`src/rtl/pi_digit_stream.sv`:
```
// Pi digit source: fetches packed digit words from a latency-ROM_LAT ROM into a
// credit-guarded prefetch FIFO and streams them MSB-first as single digits.
// Optional running digit sum enabled by `define PI_DIGIT_CHECKSUM_EN.
module pi_digit_stream #(
    parameter int unsigned        ADDR_W     = 24,
    parameter int unsigned        DIGIT_W    = 4,
    parameter int unsigned        DIGITS_PW  = 9,
    parameter int unsigned        ROM_LAT    = 3,
    parameter int unsigned        FIFO_DEPTH = 4,
    parameter logic [ADDR_W-1:0]  LAST_ADDR  = '1,
    localparam int unsigned       DATA_W     = DIGIT_W * DIGITS_PW
) (
    input  logic                clk,
    input  logic                rst_n,
    input  logic                start,
    input  logic [ADDR_W-1:0]   start_addr,
    input  logic                stop,
    output logic [ADDR_W-1:0]   rom_addr,
    input  logic [DATA_W-1:0]   rom_q,
    output logic                d_valid,
    input  logic                d_ready,
    output logic [DIGIT_W-1:0]  d_digit,
    output logic [31:0]         d_index,
    output logic                wrapped,
    output logic                busy,
    output logic [15:0]         chk_sum
);

    localparam int unsigned PTR_W  = (DIGITS_PW > 1) ? $clog2(DIGITS_PW) : 1;
    localparam int unsigned FPTR_W = $clog2(FIFO_DEPTH);
    localparam int unsigned FCNT_W = FPTR_W + 1;
    localparam int unsigned CRED_W = $clog2(FIFO_DEPTH + ROM_LAT + 1) + 1;

    typedef enum logic {
        S_IDLE = 1'b0,
        S_RUN  = 1'b1
    } state_t;

    state_t              state_q;
    state_t              state_d;
    logic                flush_c;
    logic                issue_c;
    logic                fifo_wr_c;
    logic                fifo_ne_c;
    logic                take_c;
    logic                pop_c;
    logic                accept_c;
    logic [ROM_LAT-1:0]  issue_sr;
    logic [ROM_LAT-1:0]  issue_sr_next_c;
    logic [CRED_W-1:0]   inflight_c;
    logic [CRED_W-1:0]   credit_used_c;
    logic [DATA_W-1:0]   fifo_mem [FIFO_DEPTH];
    logic [FPTR_W-1:0]   wr_ptr;
    logic [FPTR_W-1:0]   rd_ptr;
    logic [FCNT_W-1:0]   fifo_cnt;
    logic [PTR_W-1:0]    dig_ptr;
    logic [DATA_W-1:0]   head_word_c;
    logic [DIGIT_W-1:0]  head_digits [DIGITS_PW];
    logic [DIGIT_W-1:0]  head_digit_c;

    always_ff @(posedge clk or negedge rst_n) begin
        if (!rst_n) state_q <= S_IDLE;
        else        state_q <= state_d;
    end

    // start beats stop; either one flushes the whole pipeline
    always_comb begin
        state_d = state_q;
        flush_c = 1'b0;
        issue_c = 1'b0;
        if (start) begin
            state_d = S_RUN;
            flush_c = 1'b1;
        end else if (stop) begin
            state_d = S_IDLE;
            flush_c = 1'b1;
        end else if (state_q == S_RUN) begin
            issue_c = credit_used_c < CRED_W'(FIFO_DEPTH);
        end
    end

    // Reads in flight plus buffered words never exceed the FIFO size
    always_comb begin
        inflight_c = '0;
        for (int i = 0; i < int'(ROM_LAT); i++) begin
            inflight_c = inflight_c + CRED_W'(issue_sr[i]);
        end
    end

    assign credit_used_c = CRED_W'(fifo_cnt) + inflight_c;
    assign fifo_wr_c     = issue_sr[ROM_LAT-1];
    assign fifo_ne_c     = (fifo_cnt != '0);
    assign accept_c      = d_valid & d_ready;
    assign take_c        = !flush_c && fifo_ne_c && (!d_valid || d_ready);
    assign pop_c         = take_c && (dig_ptr == PTR_W'(DIGITS_PW - 1));

    always_comb begin
        issue_sr_next_c    = '0;
        issue_sr_next_c[0] = issue_c;
        for (int i = 1; i < int'(ROM_LAT); i++) begin
            issue_sr_next_c[i] = issue_sr[i-1];
        end
    end

    always_ff @(posedge clk or negedge rst_n) begin
        if (!rst_n)       issue_sr <= '0;
        else if (flush_c) issue_sr <= '0;
        else              issue_sr <= issue_sr_next_c;
    end

    always_ff @(posedge clk or negedge rst_n) begin
        if (!rst_n) begin
            rom_addr <= '0;
            wrapped  <= 1'b0;
        end else if (start) begin
            rom_addr <= start_addr;
            wrapped  <= 1'b0;
        end else if (issue_c) begin
            if (rom_addr == LAST_ADDR) begin
                rom_addr <= '0;
                wrapped  <= 1'b1;
            end else begin
                rom_addr <= rom_addr + ADDR_W'(1);
            end
        end
    end

    always_ff @(posedge clk) begin
        if (fifo_wr_c && !flush_c) fifo_mem[wr_ptr] <= rom_q;
    end

    always_ff @(posedge clk or negedge rst_n) begin
        if (!rst_n) begin
            wr_ptr   <= '0;
            rd_ptr   <= '0;
            fifo_cnt <= '0;
        end else if (flush_c) begin
            wr_ptr   <= '0;
            rd_ptr   <= '0;
            fifo_cnt <= '0;
        end else begin
            wr_ptr   <= wr_ptr + FPTR_W'(fifo_wr_c);
            rd_ptr   <= rd_ptr + FPTR_W'(pop_c);
            fifo_cnt <= fifo_cnt + FCNT_W'(fifo_wr_c) - FCNT_W'(pop_c);
        end
    end

    // The FIFO head is the unpacker word; it pops as its last digit leaves
    assign head_word_c = fifo_mem[rd_ptr];
    for (genvar k = 0; k < DIGITS_PW; k++) begin : g_unpack
        assign head_digits[k] = head_word_c[DATA_W-1-k*DIGIT_W -: DIGIT_W];
    end
    assign head_digit_c = head_digits[dig_ptr];

    always_ff @(posedge clk or negedge rst_n) begin
        if (!rst_n) begin
            dig_ptr <= '0;
            d_valid <= 1'b0;
            d_digit <= '0;
        end else if (flush_c) begin
            dig_ptr <= '0;
            d_valid <= 1'b0;
            d_digit <= '0;
        end else if (!d_valid || d_ready) begin
            d_valid <= fifo_ne_c;
            if (take_c) begin
                d_digit <= head_digit_c;
                dig_ptr <= pop_c ? '0 : dig_ptr + PTR_W'(1);
            end
        end
    end

    always_ff @(posedge clk or negedge rst_n) begin
        if (!rst_n)        d_index <= '0;
        else if (start)    d_index <= '0;
        else if (accept_c) d_index <= d_index + 32'd1;
    end

    always_ff @(posedge clk or negedge rst_n) begin
        if (!rst_n) busy <= 1'b0;
        else        busy <= (state_d == S_RUN);
    end

`ifdef PI_DIGIT_CHECKSUM_EN
    always_ff @(posedge clk or negedge rst_n) begin
        if (!rst_n)        chk_sum <= '0;
        else if (start)    chk_sum <= '0;
        else if (accept_c) chk_sum <= chk_sum + 16'(d_digit);
    end
`else
    assign chk_sum = '0;
`endif

endmodule

```
`config.mk`:
```
export PLATFORM = sky130hd
export DESIGN_NAME = pi_digit_stream
export DESIGN_NICKNAME = d
export VERILOG_FILES = /design/src/rtl/pi_digit_stream.sv
export SDC_FILE = /design/constraint.sdc
export NUM_CORES = 1
export LEC_CHECK = 0
export ABC_AREA = 1
export CAP_MARGIN = 40
export CORE_MARGIN = 4
export CORE_UTILIZATION = 55
export CTS_BUF_LIST = sky130_fd_sc_hd__clkbuf_16
export DETAILED_ROUTE_END_ITERATION = 8
export GPL_TIMING_DRIVEN = 0
export MAX_ROUTING_LAYER = met4
export PLACE_DENSITY = 0.8
export SLEW_MARGIN = 20
export SYNTH_ARGS = -nofsm -noshare
export SYNTH_HDL_FRONTEND = slang
export SYNTH_SLANG_ARGS = --single-unit
```
`constraint.sdc`:
```
create_clock -name clk -period 6.7 [get_ports clk]
set_input_delay 1.34 -clock clk [delete_from_list [all_inputs] [get_ports clk]]
set_output_delay 1.34 -clock clk [all_outputs]
set_load 0.01 [all_outputs]
```
Yosys cells after proc, flatten, opt, wreduce, memory -nomap -nowiden
Memory sizes are Yosys's and may differ from the RTL's. Index checks and enable logic that the tools add are counted. Widths: inputs -> output; s select.

Flip-flop bits (word level): 77. Input port bits: 65. RAM bits: 144. Latch bits: 0. Memories: 1. Bits in read-only memories: 0. Output and inout port bits: 79.

Memory list: fifo_mem (words 4, bits a word 36, read ports 1, clocked after memory_dff 0, write ports 1, line 52) `logic [DATA_W-1:0] fifo_mem [FIFO_DEPTH];`.

Bitwise operators: 2. Equality and inequality tests: 2. Multiply operators: 0. $lt $le $gt $ge: 2. Shift operators: 0. Mux-type cells: 33. Add/sub/neg operators: 10. Div/mod/pow operators: 0. Reduce and logical (&&, ||, !) cells: 16.

Operators by type and width (number): $mux 24 (3); $mux 32 (2); $mux 4 (9); $add 32x1->32 const B (1); $add 24x1->24 const B (1); $eq 24x24->1 const B (1); $bmux 4 s4 (1); $mux 1 (14); $reduce_bool 2->1 (6); $mux 3 (2); $ge 5x5->1 const B (1); $not 4->5 (1); $add 2x1->2 (2); $add 3x3->4 (1); $add 4x1->4 const B (1); $eq 4x4->1 const B (1); $logic_and 1x1->1 (4); $lt 4x3->1 const B (1); $mux 2 (2); $reduce_and 2->1 (2); $add 2x1->3 (1); $add 3x1->3 (1); $reduce_bool 3->1 (1); $sub 3x1->3 (1); 4 further kinds (5).

Longest topological paths before layout
Depth in word-level cells: 10. Depth in mapped cells: 15. Depth with buffers taken out: 13.

Least setup slack after synthesis
No wires, ideal clock.

Path type: input to register. Start point: in start. End point: mem fifo_mem[2][0] (netlist bit) (enable). Arrival time: 4.247 ns. Slack: 1.979 ns. Setup time: 0.474 ns. Buffers on the path: 1. Stages on the path: 4. Required time: 6.226 ns. Cell sequence: buf_6 > nor2_4 > nand2_1 > nor3_1.

Word-level cells in the longest chain between the ends: 5.

RTL lines: start: declaration (line 15) `input logic start,`; $mux 1 (line 71) `if (start) begin`; $logic_not 1->1 (line 129) `if (fifo_wr_c && !flush_c) fifo_mem[wr_ptr] <= rom_q;`; $logic_and 1x1->1 (line 129); $mux 1 (line 129); $mux 1 (not written as such) (line 129); end: declaration (line 52).

Every way passes these cells.

Worst setup path in the final report
Start point: in stop. End point: reg fifo_cnt[2].

Word-level cells in the longest chain between the ends: 8.

RTL lines: start: declaration (line 17) `input logic stop,`; $mux 1 * (line 74) `end else if (stop) begin`; $mux 1 * (line 71); $logic_not 1->1 (line 94) `assign take_c = !flush_c && fifo_ne_c && (!d_valid || d_ready);`; $logic_and 1x1->1 (2 in a row) (line 94); $logic_and 1x1->1 (line 95) `assign pop_c = take_c && (dig_ptr == PTR_W'(DIGITS_PW - 1));`; $sub 3x1->3 (line 144) `fifo_cnt <= fifo_cnt + FCNT_W'(fifo_wr_c) - FCNT_W'(pop_c);`; $mux 3 * (line 137) `end else if (flush_c) begin`; end signal: assignment (line 144); end: declaration (line 55) `logic [FCNT_W-1:0] fifo_cnt;`.

Every way passes the cells marked *; elsewhere a longest branch is shown, timed or not. A chain may end at the register's enable or synchronous reset.

==> impl_metrics.py <==
metrics = {
    "timing": {
        "setup_ws_ns": 3.27,
        "rsz0062_at_grt": "false",
        "fin_crit_ns": 3.43,
        "fin_crit_sh_pct": 51.3,
        "slew_headroom_pct": 49.7,
        "worstMarginPinSlew_ns": 0.752,
        "finClkSkew_ns": 0.0127,
        "fmax_mhz": 291,
        "setup_violations": 0,
        "hold_viol": 0,
        "drv_slew": 0,
        "fin_setup_tns_ns": 0,
    },
    "floorplanning": {
        "std_cell_rows": 51,
        "dieArea_um2": 22300,
        "die_x_um": 149,
        "initial_core_util_pct": 56.2,
        "fp.dieH_um": 149,
        "coreArea_um2": 19600,
        "io_pins": 144,
    },
    "hold_path": {
        "hp-start": "d_digit[0]",
        "hold_depth": 2,
        "min_path_type": "flip-flop to flip-flop",
        "min_to": "d_digit[0]",
    },
    "cts": {
        "cts.clk_slew.worst_paths_ns": 0.06,
        "cts_hold_buf": 0,
        "cts_buffers": 24,
        "cts_root_buf": "clkbuf_16",
        "clkLatencyLatePin_ns": 0.52,
        "ctsResizeCount": 0,
        "cts_tree": "done",
        "cts_num_sinks": 221,
        "htree_num_levels": 1,
        "post_cts_buffers": 0,
        "cts_buffer_depth": 3,
    },
    "yosys": {
        "synthTopCellsByArea": "edfxtp_1, dfrtp_1, nand2_1, inv_1, nand3_1",
        "ys_warn_count": 0,
        "synth_area_um2": 11000,
        "synth_edf_count": 144,
        "synthFlopType": "edfxtp_1",
        "synth_area_per_cell_um2": 8.97,
        "synth_common_cells": "nand2_1, inv_1, edfxtp_1",
        "yosysSeqAreaShare_pct": 56.8,
        "ys_async_sr_fraction_pct": 34.8,
        "synth_seq_cells": 221,
        "synth_top_area_cell": "edfxtp_1",
        "syn_inst": 1227,
        "synth_most_common_cell": "nand2_1",
        "synth_top_area_share_pct": 39.3,
        "ys_types": 42,
    },
    "placement": {
        "io_buffers": 126,
        "place_ws_ns": 2.77,
        "gp_congestion": 0.924,
        "dpl-instance-area_um2": 12800,
        "dpl.hpwl_um": 20100,
    },
    "global_routing": {
        "grt_antenna_before_repair": 0,
        "grt_max_degree": 56,
        "first_global_vias": 9115,
        "grt_use_total_pct": 26.2,
        "grt_pass1_wl_um": 45000,
        "gr-total-overflow": 0,
    },
    "layout": {
        "final_util_pct": 69.9,
        "fin_area_um2": 13700,
        "antenna_cells": 0,
        "seqCellArea_um2": 6250,
        "final_nets": 1489,
        "syn_to_final_growth_pct": 24.4,
        "n_fill_cell": 1426,
        "multiInputGateArea_um2": 3880,
        "drive_above_1_share_pct": 11.6,
    },
    "routing": {
        "viasPerCell": 5.45,
        "postRouteAntennaNets": 0,
        "drtIter0Drc": 828,
        "routed_wl_um": 28300,
        "wire_per_inst_um": 16.7,
        "detail_route.first_pass.iterations": 7,
        "vias": 9248,
        "drc": 0,
    },
    "critical_path": {
        "crit_chain": "clkdlybuf4s50_1 -> nor2_4 -> o31ai_2 -> nor2_4 -> nand4_1 -> inv_1 -> ha_1 -> inv_1 -> ha_1 -> inv_1 -> fa_1 -> o21ai_0 -> a21oi_1",
        "cp_slowest_cell": "clkdlybuf4s50_1",
        "r2r_slack_ns": 4.29,
        "cp.arrival_ns": 3.83,
        "cp_data_required_time_ns": 7.10,
        "worst-path-max-fanout": 9,
        "worstSetupStartpointType": "input port",
        "ff2ff_path_depth": 11,
        "crit_buf_inv": 4,
        "path_delay_family": "adder cells",
        "setup.worst_path.end_class": "flip-flop",
        "worst_r2r_endpoint": "fifo_cnt[2]",
        "worstReg2RegStart": "dig_ptr[2]",
        "critical_path_class": "input port to flip-flop",
        "cpPeakStageDelay_ns": 0.47,
        "cp_common_cell": "inv_1",
    },
    "run": {
        "maxCapViolCount": 0,
    },
    "power": {
        "p_total_mw": 3.14,
        "leakage_nw": 5.83,
        "vdd_drop_max_v": 0.000211,
        "p_per_area_nw_per_um2": 229,
    },
    "status": {
        "status": "complete, no violations",
    },
}
sequential cells by signal (all words and copies together) (netlist names):
signal / count
busy: 1
d_digit: 4
d_index: 32
d_valid: 1
dig_ptr: 4
fifo_cnt: 3
fifo_mem: 144
issue_sr: 3
rd_ptr: 2
rom_addr: 24
wr_ptr: 2
wrapped: 1
area by class of cell:
class | instances | area share (%)
Multi-Input combinational cell | 806 | 28.4
Inverter | 160 | 4.40
Sequential cell | 221 | 45.7
Timing Repair Buffer | 145 | 10.5
Clock buffer | 24 | 4.39
Tap cell | 265 | 2.42
Buffer | 55 | 2.53
Clock inverter | 20 | 1.77
cells in the final DEF, fill, tap and decap left out, drive strengths merged:
cell type      netlist  layout
nand3              106     106
o2111ai              1       1
ha                   9       9
clkinv               2      15
inv                158     160
and3                 2       2
nand4               31      31
o211ai              10      10
clkbuf               7      31
nor4                 2       2
o22ai                5       5
nand2              358     358
dfrtp               77      77
o31ai                2       2
xnor2                3       3
edfxtp             144     144
clkdlybuf4s50        0     125
conb                 1      16
o21bai               2       2
xor2                13      13
a21o                 2       2
nor3                31      31
a21oi               30      30
bufinv               0       5
buf                 48      68
or2                  2       2
fa                   2       2
nor2               121     121
o21ai               58      58
power by group:
| part | internal [mW] | switching (mW) | total [mW] |
|---|---|---|---|
| clock | 0.850 | 0.535 | 1.38 |
| combinational | 0.114 | 0.128 | 0.242 |
| sequential | 1.48 | 0.0343 | 1.51 |
| total | 2.44 | 0.697 | 3.14 |
per-layer routing:
layer	vias to the layer above	share of wire, %	wire [µm]	GRT usage, %
met3	75	8.4	2380	3.27
met2	483	48	13500	41.5
met4	0	3.0	848	9.61
li1	4361	-	-	-
met1	4329	41	11500	35.1
met5	-	0	0	-
stage by stage:
stage,hold WS [ns],cells
after detailed placement,0.476,1652
after global routing,0.526,1696
after global placement,0.469,1633
after CTS,0.491,1696
final,0.484,1696
after floorplan,0.500,1242
worst min-delay path: cells and delay by family (launching register included):
| family | cells | cell delay, ns |
|---|---|---|
| DFF | 1 | 0.34 |
| and+or+nand+nor | 2 | 0.10 |
worst max path at each step:
stage          start         endpoint  slack, ns  cells past startpoint
3_3_place_gp    stop  fifo_mem[2][11]      -0.32                      4
3_5_place_dp    stop      fifo_cnt[2]       2.77                     13
6_report        stop      fifo_cnt[2]       3.27                     13
4_1_cts         stop      fifo_cnt[2]       3.30                     13
5_1_grt         stop      fifo_cnt[2]       3.06                     13
2_1_floorplan  start   fifo_mem[2][0]       1.98                      4
cells by family (layout without fill, tap and decap cells):
group                    count (synthesis)  count (layout)  share of synthesized area [%]
flip-flops                             221             221                           56.8
buffers and inverters                  215             404                           8.62
XOR/XNOR                                16              16                           1.27
other                                    1              16                         0.0341
AND/OR/NAND/NOR                        653             653                           26.3
adder cells (fa/ha/maj)                 11              11                           1.39
AO/OA/AOI/OAI                          110             110                           5.63
Note: power is estimated with default switching activity, not from simulation.
